===== config.mk =====
export PLATFORM = sky130hd
export DESIGN_NAME = router_out_port
export DESIGN_NICKNAME = d
export VERILOG_FILES = /design/src/rtl/router_out_port.sv
export SDC_FILE = /design/constraint.sdc
export NUM_CORES = 1
export LEC_CHECK = 0
export BUFFER_PORTS_ARGS = -buffer_cell sky130_fd_sc_hd__buf_2
export CAP_MARGIN = 20
export CORE_UTILIZATION = 25
export DETAILED_ROUTE_END_ITERATION = 7
export PLACE_DENSITY_LB_ADDON = 0.3
export SLEW_MARGIN = 20
export SYNTH_ARGS = -nofsm -noshare
export SYNTH_HDL_FRONTEND = slang
export SYNTH_SLANG_ARGS = --single-unit

===== constraint.sdc =====
create_clock -name clk -period 2.5 [get_ports clk]
set_input_delay 0.125 -clock clk [delete_from_list [all_inputs] [get_ports clk]]
set_output_delay 0.125 -clock clk [all_outputs]
set_load 0.05 [all_outputs]

===== src/rtl/router_out_port.sv =====
// Output-port buffer: DEPTH-entry FIFO feeding a registered valid/ready link stage.
// Optional OUTPORT_STATS_EN adds a saturating link-stall counter (stall_cnt).
module router_out_port #(
   parameter int DATA_WIDTH = 16,
   parameter int DEPTH      = 4,
   parameter int CNT_W      = $clog2(DEPTH + 1)
) (
   input  logic                  clk,
   input  logic                  rst_n,
   input  logic                  in_valid,
   input  logic [DATA_WIDTH-1:0] in_data,
   output logic                  full,
   output logic                  empty,
   output logic [CNT_W-1:0]      count,
   output logic                  tx_valid,
   output logic [DATA_WIDTH-1:0] tx_data,
   input  logic                  tx_ready
`ifdef OUTPORT_STATS_EN
   ,
   output logic [15:0]           stall_cnt
`endif
);

   localparam int PTR_W = $clog2(DEPTH);

   logic [DATA_WIDTH-1:0] mem [DEPTH];
   logic [PTR_W-1:0]      wr_ptr;
   logic [PTR_W-1:0]      rd_ptr;
   logic [CNT_W-1:0]      cnt;
   logic [CNT_W-1:0]      cnt_nxt;

   logic wr_acc;
   logic fifo_empty;
   logic link_free;
   logic pop;
   logic bypass;
   logic push;

   assign count = cnt;
   assign full  = (cnt == CNT_W'(DEPTH));
   assign empty = (cnt == '0) && !tx_valid;

   assign wr_acc     = in_valid && !full;
   assign fifo_empty = (cnt == '0);
   assign link_free  = !tx_valid || tx_ready;
   assign pop        = link_free && !fifo_empty;
   // Bypass only when the FIFO is empty, so order is preserved.
   assign bypass     = link_free && fifo_empty && wr_acc;
   assign push       = wr_acc && !bypass;

   always_comb begin
      cnt_nxt = cnt;
      unique case ({push, pop})
         2'b10:   cnt_nxt = cnt + CNT_W'(1);
         2'b01:   cnt_nxt = cnt - CNT_W'(1);
         default: cnt_nxt = cnt;
      endcase
   end

   always_ff @(posedge clk) begin
      if (push) begin
         mem[wr_ptr] <= in_data;
      end
   end

   always_ff @(posedge clk or negedge rst_n) begin
      if (!rst_n) begin
         wr_ptr   <= '0;
         rd_ptr   <= '0;
         cnt      <= '0;
         tx_valid <= 1'b0;
         tx_data  <= '0;
      end else begin
         cnt <= cnt_nxt;
         if (push) begin
            wr_ptr <= wr_ptr + PTR_W'(1);
         end
         if (pop) begin
            rd_ptr   <= rd_ptr + PTR_W'(1);
            tx_valid <= 1'b1;
            tx_data  <= mem[rd_ptr];
         end else if (bypass) begin
            tx_valid <= 1'b1;
            tx_data  <= in_data;
         end else if (link_free) begin
            tx_valid <= 1'b0;
         end
      end
   end

`ifdef OUTPORT_STATS_EN
   always_ff @(posedge clk or negedge rst_n) begin
      if (!rst_n) begin
         stall_cnt <= '0;
      end else if (tx_valid && !tx_ready && (stall_cnt != 16'hFFFF)) begin
         stall_cnt <= stall_cnt + 16'd1;
      end
   end
`endif

endmodule


== Yosys cells after proc, flatten, opt, wreduce, memory -nomap -nowiden ==
Memory sizes are Yosys's and may differ from the RTL's.
Cells that the tools add are included.
Storage, ports and cells
  flip-flop bits (word level): 24
  memory bits (writable): 64
  input bits: 20
  output and inout port bits: 22
  logic and storage cells: 36
  memories: 1
Operators by class
  add/sub/neg operators: 4
  equal/unequal tests: 3
  multiplexer cells: 8
  reductions and logical operators: 15
Memory list
  mem: depth 4, width 16, rd ports 1, clocked after Yosys merged registers in 0, write ports 1, line 26  | logic [DATA_WIDTH-1:0] mem [DEPTH];
Operators with widths (number)
  $mux 16: 2
  $logic_and 1x1->1: 6
  $pmux 3 s2: 1
  $mux 1: 5
  $add 2x1->2 const B: 2
  $logic_not 1->1: 4
  $reduce_bool 2->1: 2
  $add 3x1->3 const B: 1
  $eq 3x3->1 const B: 1
  $logic_not 3->1: 1
  $reduce_bool 3->1: 1
  $sub 3x1->3 const B: 1
  $eq 2x1->1 const B: 1
  $eq 2x2->1 const B: 1
  $logic_or 1x1->1: 1

== Longest topological paths before layout ==
Gate-level depths: netlist of run 1.
  depth after elaboration: 8
  depth in mapped cells: 9
  gate-level depth less buffers: 9

== Worst setup path before layout of run 1 ==
No wires, ideal clock.
  kind: register to register
  from: register tx_valid
  to: register cnt[2], in the netlist count[2]
  setup time: 83 ps
  arrival: 2138 ps
  required time: 2417 ps
  path slack: 279 ps
  cell stages (with the launch flop): 10
  path buffers: 0
  period minus slack after synthesis: 2221 ps
  cell sequence: dfrtp_1 nor3b_1 o31a_1 inv_1 ha_1 inv_1 fa_1 xor2_1 nor2_1 xor2_1
Between the ends
  longest elaborated chain between the ends: 8
  elaborated cells on any way between the ends: 11
  those cells by class: 2 x eq/ne; 1 x mux; 8 x reduce/logical
Ends and longest elaborated chain
  from (decl): line 15  | output logic tx_valid,
  from (signal assigned): line 71  | tx_valid <= 1'b0;
  from (signal assigned): line 80  | tx_valid <= 1'b1;
  from (signal assigned): line 83  | tx_valid <= 1'b1;
  $logic_not 1->1 (*): line 45  | assign link_free = !tx_valid || tx_ready;
  $logic_or 1x1->1 (*): line 45
  $logic_and 1x1->1 (2 in series): line 48  | assign bypass = link_free && fifo_empty && wr_acc;
  $logic_not 1->1: line 49  | assign push = wr_acc && !bypass;
  $logic_and 1x1->1: line 49
  $eq 2x1->1 / $eq 2x2->1 (equally long branches): line 53  | unique case ({push, pop})
  $pmux 3 s2 / $reduce_bool 2->1 (equally long branches)
  to (signal assigned): line 74  | cnt <= cnt_nxt;
  to (decl): line 29  | logic [CNT_W-1:0] cnt;
Mark *: on every way between the ends. The rest lies on a longest branch, timed or not.
A chain may end at the register's enable or synchronous reset.

== Final worst setup path of run 1 ==
  from: register cnt[2], in the netlist count[2]
  to: register cnt[2], in the netlist count[2]
Between the ends
  longest elaborated chain between the ends: 8
  elaborated cells on any way between the ends: 16
  those cells by class: 2 x add/sub; 3 x eq/ne; 1 x mux; 10 x reduce/logical
Ends and longest elaborated chain
  $eq 3x3->1: line 40  | assign full = (cnt == CNT_W'(DEPTH));
  $logic_not 1->1: line 43  | assign wr_acc = in_valid && !full;
  $logic_and 1x1->1: line 43
  $logic_and 1x1->1: line 48
  $logic_not 1->1: line 49
  $logic_and 1x1->1: line 49
  $eq 2x1->1 / $eq 2x2->1 (equally long branches): line 53
  $pmux 3 s2 / $reduce_bool 2->1 (equally long branches)
Several ways; a longest one is shown, not always the timed one.

==> results of run 1 <==
==> registers in the layout, summed over array words and instances, names as in the netlist <==
register / flops
wr_ptr: 2
tx_valid: 1
rd_ptr: 2
count: 3
mem: 64
tx_data: 16
==> worst paths after layout <==
path	slack [ps]	end	from	depth (start not counted)
max	410	count[2]	count[2]	9
min	30	mem[3][5]	in_data[5]	1
max reg2reg	410	count[2]	count[2]	9
min reg2reg	540	tx_data[14]	tx_data[14]	2
max in group asynchronous	1760	tx_data[9]	rst_n	2
min in group asynchronous	350	tx_data[4]	rst_n	2
==> layer usage <==
metal	track usage	part of all wire	vias to the layer above	wire length (um)
met2	0.190	0.49	38	3980
met4	0.0278	0.0071	0	58
met3	0.0318	0.040	7	326
met1	0.162	0.47	1049	3810
met5	0	0	-	0
li1	-	-	962	-
==> kinds of logic (layout without fill, tap and decap cells) <==
| logic type | count (synthesis) | count (layout) | share of synthesized area |
|---|---|---|---|
| AO/OA/AOI/OAI | 49 | 49 | 0.0764 |
| flip-flops | 88 | 88 | 0.700 |
| AND/OR/NAND/NOR | 35 | 35 | 0.0525 |
| buffers and inverters | 23 | 77 | 0.0302 |
| adder cells (fa/ha/maj) | 6 | 6 | 0.0229 |
| multiplexers | 17 | 17 | 0.103 |
| XOR/XNOR | 6 | 6 | 0.0146 |
==> cells in the mapped netlist <==
library cell and instances:
sky130_fd_sc_hd__edfxtp_1 64, sky130_fd_sc_hd__dfrtp_1 24, sky130_fd_sc_hd__a21oi_1 16, sky130_fd_sc_hd__mux4_2 16, sky130_fd_sc_hd__nand3_1 16, sky130_fd_sc_hd__o21ai_0 16, sky130_fd_sc_hd__a31oi_1 15, sky130_fd_sc_hd__clkbuf_1 11
sky130_fd_sc_hd__inv_1 6, sky130_fd_sc_hd__ha_1 5, sky130_fd_sc_hd__and2_1 4, sky130_fd_sc_hd__nor2_1 4, sky130_fd_sc_hd__buf_2 3, sky130_fd_sc_hd__xnor2_1 3, sky130_fd_sc_hd__xor2_1 3, sky130_fd_sc_hd__buf_6 2
sky130_fd_sc_hd__nor3_1 2, sky130_fd_sc_hd__or3_1 2, sky130_fd_sc_hd__a211oi_2 1, sky130_fd_sc_hd__and2_4 1, sky130_fd_sc_hd__and3_1 1, sky130_fd_sc_hd__buf_4 1, sky130_fd_sc_hd__fa_1 1, sky130_fd_sc_hd__mux2_2 1
sky130_fd_sc_hd__nand2_1 1, sky130_fd_sc_hd__nand2b_1 1, sky130_fd_sc_hd__nor2b_1 1, sky130_fd_sc_hd__nor3b_1 1, sky130_fd_sc_hd__o31a_1 1, sky130_fd_sc_hd__or4_1 1
==> placed cells by master (no fill, tap or decap), types with 2 or more instances in the layout <==
cell type	Yosys	layout
sky130_fd_sc_hd__and2_1	4	4
sky130_fd_sc_hd__ha_1	5	5
sky130_fd_sc_hd__clkinv_2	0	2
sky130_fd_sc_hd__buf_2	3	41
sky130_fd_sc_hd__clkbuf_16	0	9
sky130_fd_sc_hd__inv_1	6	6
sky130_fd_sc_hd__a31oi_1	15	15
sky130_fd_sc_hd__buf_4	1	13
sky130_fd_sc_hd__bufinv_16	0	2
sky130_fd_sc_hd__edfxtp_1	64	64
sky130_fd_sc_hd__mux4_2	16	16
sky130_fd_sc_hd__o21ai_0	16	16
sky130_fd_sc_hd__dfrtp_1	24	24
sky130_fd_sc_hd__nor2_1	4	4
sky130_fd_sc_hd__xor2_1	3	3
sky130_fd_sc_hd__or3_1	2	2
sky130_fd_sc_hd__nand3_1	16	16
sky130_fd_sc_hd__a21oi_1	16	16
sky130_fd_sc_hd__xnor2_1	3	3
==> through the flow <==
step / hold WS (ps) / instance area, um^2
after floorplan: -171 / 3600
after global placement: 174 / 4050
after detailed placement: 170 / 4050
after CTS: 24.1 / 4370
after global routing: 20.2 / 4370
final: 31.6 / 4370
==> repair_timing <==
| action | CTS | global route |
|---|---|---|
| endpoints found under the hold margin | 24 | 0 |
| endpoints found under the setup margin | 0 | 0 |
| hold buffers | 1 | 0 |
==> power breakdown <==
group	switching [W]	total [W]	internal (W)	leakage [nW]
clock	0.000523	0.00139	0.000872	0.154
sequential	0.000186	0.00217	0.00199	0.857
combinational	0.00143	0.00216	0.000729	0.565
total	0.00214	0.00573	0.00359	1.58
==> final cells by class <==
| cell class | count | area, um^2 |
|---|---|---|
| clock buffer | 10 | 229 |
| clock inverter | 6 | 82.6 |
| fill | 1418 | 9620 |
| inverter | 6 | 22.5 |
| multi-input combinational | 113 | 976 |
| sequential | 88 | 2520 |
| tap | 180 | 225 |
| timing repair buffer | 55 | 313 |
==> metrics.log, run 1 <==
INFO  metric dpl_worst_slack = 419 ps
INFO  metric syn-cell-area = 0.00360 mm^2
INFO  metric post-layout-total-power = 0.00573 W
INFO  metric leakage = 1.58 nW
INFO  metric path_class = register to register
INFO  metric cap_viol_max_count = 0
INFO  metric remaining_drc_errors = 0
INFO  metric relative_max_transition_margin = 0.603
INFO  metric cp_top_family = adder cells
INFO  metric postSynthRegisterBits = 88
INFO  metric yosysSeqAreaShare = 0.700
INFO  metric diodes = 0
INFO  metric largest_net_degree_at_the_start_of_global_routing = 25
INFO  metric number_of_clock_sinks = 88
INFO  metric total_grt_usage = 0.120
INFO  metric tns = 0 ps
INFO  metric htreeDepth = 3
INFO  metric grt_first_pass_wirelength = 13000 um
INFO  metric grt_setup_unrepaired = false
INFO  metric gp_congestion = 0.682
INFO  metric cts.reportedPaths.clkPinSlew = 60 ps
INFO  metric worstMarginPinSlew = 595 ps
INFO  metric fp.dieArea = 0.0149 mm^2
INFO  metric finalHoldViolations = 0
INFO  metric clock_tree.root_cell = sky130_fd_sc_hd__clkbuf_16
INFO  metric syn-mean-instance-area = 16.1 um^2
INFO  metric fin_crit_sh = 0.837
INFO  metric yosys_warnings = 0
INFO  metric worstHoldPathType = input port to register
INFO  metric die_h = 122 um
INFO  metric crit_path_top_delay_cell = sky130_fd_sc_hd__dfrtp_1
INFO  metric timing.critical_path.arrival = 2340 ps
INFO  metric power_density = 1310 mW/mm^2
INFO  metric drt-vias-per-instance = 4.49
INFO  metric die_width = 122 um
INFO  metric tritoncts = done
INFO  metric run_status = finished clean
INFO  metric dp.final_hpwl = 5240 um
INFO  metric cts-resized-gates = 0
INFO  metric setup_violations = 0
INFO  metric netlist.top_cell.by_area = sky130_fd_sc_hd__edfxtp_1
INFO  metric io_pins = 42
INFO  metric layout_min_cycle_time = 2090 ps
INFO  metric num_vias = 2056
INFO  metric maxSlewViolCount = 0
INFO  metric postRouteAntennaNets = 0
INFO  metric via_count_of_the_first_global_routing_pass = 2181
INFO  metric syn-num-nets = 250
INFO  metric yosysUniqueCellTypes = 30
INFO  metric finish.net_count = 299
INFO  metric gr-total-overflow = 0
INFO  metric cpPeakStageDelay = 480 ps
INFO  metric rows = 43
INFO  metric dp_cells = 441
INFO  metric drt_first_pass_iters = 4
INFO  metric synth_top_area_frac = 0.534
INFO  metric grt_antenna_before_repair = 0
INFO  metric timing.critical_path.buf_inv = 2
INFO  metric postCtsSetupBuffers = 0
INFO  metric clock.fmax = 0.478 GHz
INFO  metric final_core_util = 0.312
INFO  metric place.port_buffers = 41
INFO  metric area.growth.synth_to_final = 21.3%
INFO  metric cp_data_required_time = 2750 ps
INFO  metric post_drt_wl_per_cell = 17.8 um
INFO  metric synthTopCellsByArea = sky130_fd_sc_hd__edfxtp_1 (53%), sky130_fd_sc_hd__dfrtp_1 (17%), sky130_fd_sc_hd__mux4_2 (10%)
INFO  metric biggest_fanout_along_the_worst_timing_path = 7
INFO  metric cts_buffers = 9
INFO  metric synthCells = 224
INFO  metric crit_path_cell_trace = nor3b_1 -> o31a_1 -> inv_1 -> ha_1 -> inv_1 -> fa_1 -> xor2_1 -> nor2_1 -> xor2_1
INFO  metric design.core.area = 0.0140 mm^2
INFO  metric clk_latency = 330 ps
INFO  metric layout_setup_ws = 407 ps
INFO  metric drive_above_1_share = 0.317
INFO  metric ir_drop_worst_vdd = 0.000367 V
INFO  metric clock-skew-final = 7.92 ps
INFO  metric detailedRoute.firstIterationViolations = 89
INFO  metric layoutNonFillerInstCount = 458
INFO  metric floorplan.initialDensity = 0.258
INFO  metric clock_tree.buffer_depth = 2
INFO  metric start_kind = register
INFO  metric end_kind = register
INFO  metric drt-total-wl = 8180 um
Note: power is estimated with default switching activity, not from simulation.
==> run 2, diff against run 1 <==
Settings changed: ABC_AREA from default to 1.
Clock period 2.5 ns to 2 ns, I/O delays scaled along.
==> run 2 against run 1 <==
Compared with the run above: the flow now finishes with violations (DRC, hold timing); total power rose by 33%; hold slack worse by 33 ps; via count grew 22%; cell area grew 6.7%; largest power group is now combinational cells; cell count grew 33%.
==> metrics.log, run 2 <==
INFO  metric htreeDepth = 3 (unchanged)
INFO  metric timing.critical_path.arrival = 2100 ps (-240 ps)
INFO  metric gr-total-overflow = 0 (unchanged)
INFO  metric power_density = 1630 mW/mm^2 (+25%)
INFO  metric die_width = 126 um (+3.0%)
INFO  metric postLayoutCellArea = 0.00466 mm^2 (+6.7%)
INFO  metric worstHoldStart = in_data[5]
INFO  metric finish.net_count = 445 (+49%)
INFO  metric diodes = 0 (unchanged)
INFO  metric power_frac_seq = 0.358 (-0.021)
INFO  metric p_comb_frac = 0.438 (+0.061)
INFO  metric floorplan.initialDensity = 0.259 (+0.00165)
INFO  metric run_status = finished with violations
INFO  metric cp_top_family = adder cells
INFO  metric mostFrequentLayoutCells = sky130_fd_sc_hd__nand2_1 (149), sky130_fd_sc_hd__edfxtp_1 (64), sky130_fd_sc_hd__nand3_1 (47)
INFO  metric placement.cell_area = 0.00432 mm^2 (+6.6%)
INFO  metric hold_end = mem[2][5]
INFO  metric io_pins = 42 (unchanged)
INFO  metric rows = 44 (+2.3%)
INFO  metric area.growth.synth_to_final = 22.0%
INFO  metric post_drt_wl_per_cell = 13.6 um (-24%)
INFO  metric drive_above_1_share = 0.212 (-0.104)
INFO  metric start_kind = register
INFO  metric syn-mean-instance-area = 10.5 um^2 (-35%)
INFO  metric violated_checks = DRC, hold timing
INFO  metric largest_register = mem
INFO  metric postSynthRegisterBits = 88 (unchanged)
INFO  metric syn-cell-area = 0.00382 mm^2 (+6.1%)
INFO  metric yosysUniqueCellTypes = 25 (-17%)
INFO  metric die_h = 126 um (+3.0%)
INFO  metric cts.reportedPaths.clkPinSlew = 70 ps (about the same)
INFO  metric cap_viol_max_count = 0 (unchanged)
INFO  metric grt_setup_unrepaired = false
INFO  metric fp.dieArea = 0.0158 mm^2 (+6.0%)
INFO  metric timing.critical_path.buf_inv = 1 (-1)
INFO  metric drt-vias-per-instance = 4.11 (-8.4%)
INFO  metric r2r_setup_slack = 100 ps (-300 ps)
INFO  metric clock-skew-final = 12.0 ps (+4.07 ps)
INFO  metric layout_min_cycle_time = 1900 ps (-197 ps)
INFO  metric yosys_warnings = 0 (unchanged)
INFO  metric layout.cells.most_common = sky130_fd_sc_hd__nand2_1
INFO  metric drt-total-wl = 8250 um (+0.95%)
INFO  metric leakage = 2.03 nW (+29%)
INFO  metric timing.hold.ws = -0.912 ps (-32.5 ps)
INFO  metric synthFlopType = sky130_fd_sc_hd__edfxtp_1
INFO  metric clock_tree.buffer_depth = 2 (unchanged)
INFO  metric ff2ff_path_depth = 9 (unchanged)
INFO  metric biggest_fanout_along_the_worst_timing_path = 5 (-2)
INFO  metric fin_crit_sh = 0.948 (+0.111)
INFO  metric place.port_buffers = 41 (unchanged)
INFO  metric path_class = register to register
INFO  metric design.core.area = 0.0148 mm^2 (+5.5%)
INFO  metric total_grt_usage = 0.111 (-0.00872)
INFO  metric rr_endpoint = count[2]
INFO  metric ir_drop_worst_vdd = 0.000687 V (+87%)
INFO  metric largest_register_ffs = 64 (unchanged)
INFO  metric relative_max_transition_margin = 0.593 (-0.0104)
INFO  metric synth_enable_flop_cells = 64 (unchanged)
INFO  metric ys_async_sr_fraction = 0.273 (unchanged)
INFO  metric clock_tree.root_cell = sky130_fd_sc_hd__clkbuf_16
INFO  metric worstHoldPathType = input port to register
INFO  metric cpPeakStageDelay = 450 ps (-30 ps)
INFO  metric synthCells = 365 (+63%)
INFO  metric end_kind = register
INFO  metric remaining_drc_errors = 1 (+1)
INFO  metric gp_congestion = 0.689 (+1.1%)
INFO  metric cp_data_required_time = 2210 ps (-540 ps)
INFO  metric post-layout-total-power = 0.00761 W (+33%)
INFO  metric cts_buffers = 9 (unchanged)
INFO  metric syn-num-nets = 391 (+56%)
INFO  metric synth.top_cells.by_count = sky130_fd_sc_hd__nand2_1 (149), sky130_fd_sc_hd__edfxtp_1 (64), sky130_fd_sc_hd__nand3_1 (48)
INFO  metric maxSlewViolCount = 0 (unchanged)
INFO  metric drt_first_pass_iters = 6 (+2)
INFO  metric finalHoldViolations = 1 (+1)
INFO  metric hold_path_depth = 1 (unchanged)
INFO  metric power.net_switching = 0.00328 W (+53%)
INFO  metric tns = 0 ps (unchanged)
INFO  metric grt_antenna_before_repair = 0 (unchanged)
INFO  metric num_vias = 2501 (+22%)
INFO  metric clock.fmax = 0.527 GHz (+10%)
INFO  metric dp.final_hpwl = 4990 um (-4.7%)
INFO  metric tritoncts = done
INFO  metric synthTopCellsByArea = sky130_fd_sc_hd__edfxtp_1 (50%), sky130_fd_sc_hd__dfrtp_1 (16%), sky130_fd_sc_hd__nand2_1 (15%)
INFO  metric internal_power = 0.00434 W (+21%)
INFO  metric clk_latency = 340 ps (about the same)
INFO  metric crit_path_top_delay_cell = sky130_fd_sc_hd__dfrtp_2
INFO  metric power.clock.fraction = 0.205 (-0.039)
INFO  metric via_count_of_the_first_global_routing_pass = 2536 (+16%)
INFO  metric synth_top_area_frac = 0.503 (-0.0309)
INFO  metric leading_cell_type_by_number_of_instances_after_synthesis = sky130_fd_sc_hd__nand2_1
INFO  metric p_sw_frac = 0.431 (+0.0571)
INFO  metric worstMarginPinSlew = 610 ps (+14.7 ps)
INFO  metric setup_violations = 0 (unchanged)
INFO  metric largest_net_degree_at_the_start_of_global_routing = 34 (+36%)
INFO  metric postRouteAntennaNets = 0 (unchanged)
INFO  metric number_of_clock_sinks = 88 (unchanged)
INFO  metric timing.rr.start = count[1]
INFO  metric crit_path_cell_trace = nor2_4 -> nand3_2 -> nand2_2 -> ha_4 -> inv_2 -> fa_2 -> a21oi_1 -> o21ai_1 -> xor2_1
INFO  metric grt_first_pass_wirelength = 13300 um (+2.1%)
INFO  metric netlist.top_cell.by_area = sky130_fd_sc_hd__edfxtp_1
INFO  metric yosysSeqAreaShare = 0.660 (-0.0406)
INFO  metric detailedRoute.firstIterationViolations = 85 (-4.5%)
## run 2: layout make-up
cell class | instances | area [um^2]
Fill cell | 1499 | 10100
Clock buffer | 11 | 243
Tap cell | 184 | 230
Sequential cell | 88 | 2530
Timing Repair Buffer | 57 | 400
Multi-Input combinational cell | 231 | 1100
Clock inverter | 5 | 31.3
Inverter | 32 | 130
## run 2: metal layers
layer	vias up	wire [um]	global-route usage
met4	0	121	0.0430
li1	1287	-	-
met1	1167	3930	0.139
met5	-	0	0
met3	10	211	0.0166
met2	37	3990	0.192
## run 2: worst max-delay path by stage
stage | startpoint | end | slack, ps | cells past startpoint
global placement | count[0] | count[2] | 140 | 9
global route | count[1] | count[2] | 2 | 9
floorplan | count[2] | count[2] | -370 | 10
CTS | count[0] | count[2] | 30 | 9
finish | count[1] | count[2] | 100 | 9
detailed placement | count[0] | count[2] | 40 | 9
## run 2: power groups by stage
stage          clock [W]  sequential [W]  combinational (W)
6_report         0.00156         0.00272            0.00333
5_1_grt          0.00166         0.00279            0.00370
4_1_cts          0.00159         0.00273            0.00337
3_5_place_dp           0         0.00276            0.00336
3_3_place_gp           0         0.00275            0.00333
2_1_floorplan          0         0.00346            0.00180
## run 2: cells by family after synthesis
logic type	count (synthesis)	share of synthesized area
flip-flops	88	0.660
XOR/XNOR	3	0.00687
AND/OR/NAND/NOR	219	0.247
adder cells (fa/ha/maj)	6	0.0216
AO/OA/AOI/OAI	3	0.00393
buffers and inverters	46	0.0605
## run 2: worst register-to-register path, stage by stage (launching register included)
cell,delay (ps)
sky130_fd_sc_hd__dfrtp_2,450
sky130_fd_sc_hd__nor2_4,190
sky130_fd_sc_hd__nand3_2,120
sky130_fd_sc_hd__nand2_2,100
sky130_fd_sc_hd__ha_4,120
sky130_fd_sc_hd__inv_2,50
sky130_fd_sc_hd__fa_2,360
sky130_fd_sc_hd__a21oi_1,140
sky130_fd_sc_hd__o21ai_1,100
sky130_fd_sc_hd__xor2_1,150
## run 2: timing repair
item                                   CTS  global route
setup buffers                            0             1
endpoints found under the hold margin   38             0
hold buffers                             5             0
resized for setup                        0             1
setup endpoints to repair                0             1
## run 2: through the flow
step | std cells | util | setup WS [ps] | hold slack, ps
6_report | 608 | 0.316 | 104 | -0.912
5_1_grt | 608 | 0.316 | 2.17 | 3.47
4_1_cts | 607 | 0.314 | 30.7 | 0.308
3_5_place_dp | 586 | 0.292 | 44.0 | 164
3_3_place_gp | 586 | 0.292 | 141 | 155
2_1_floorplan | 365 | - | -367 | -196
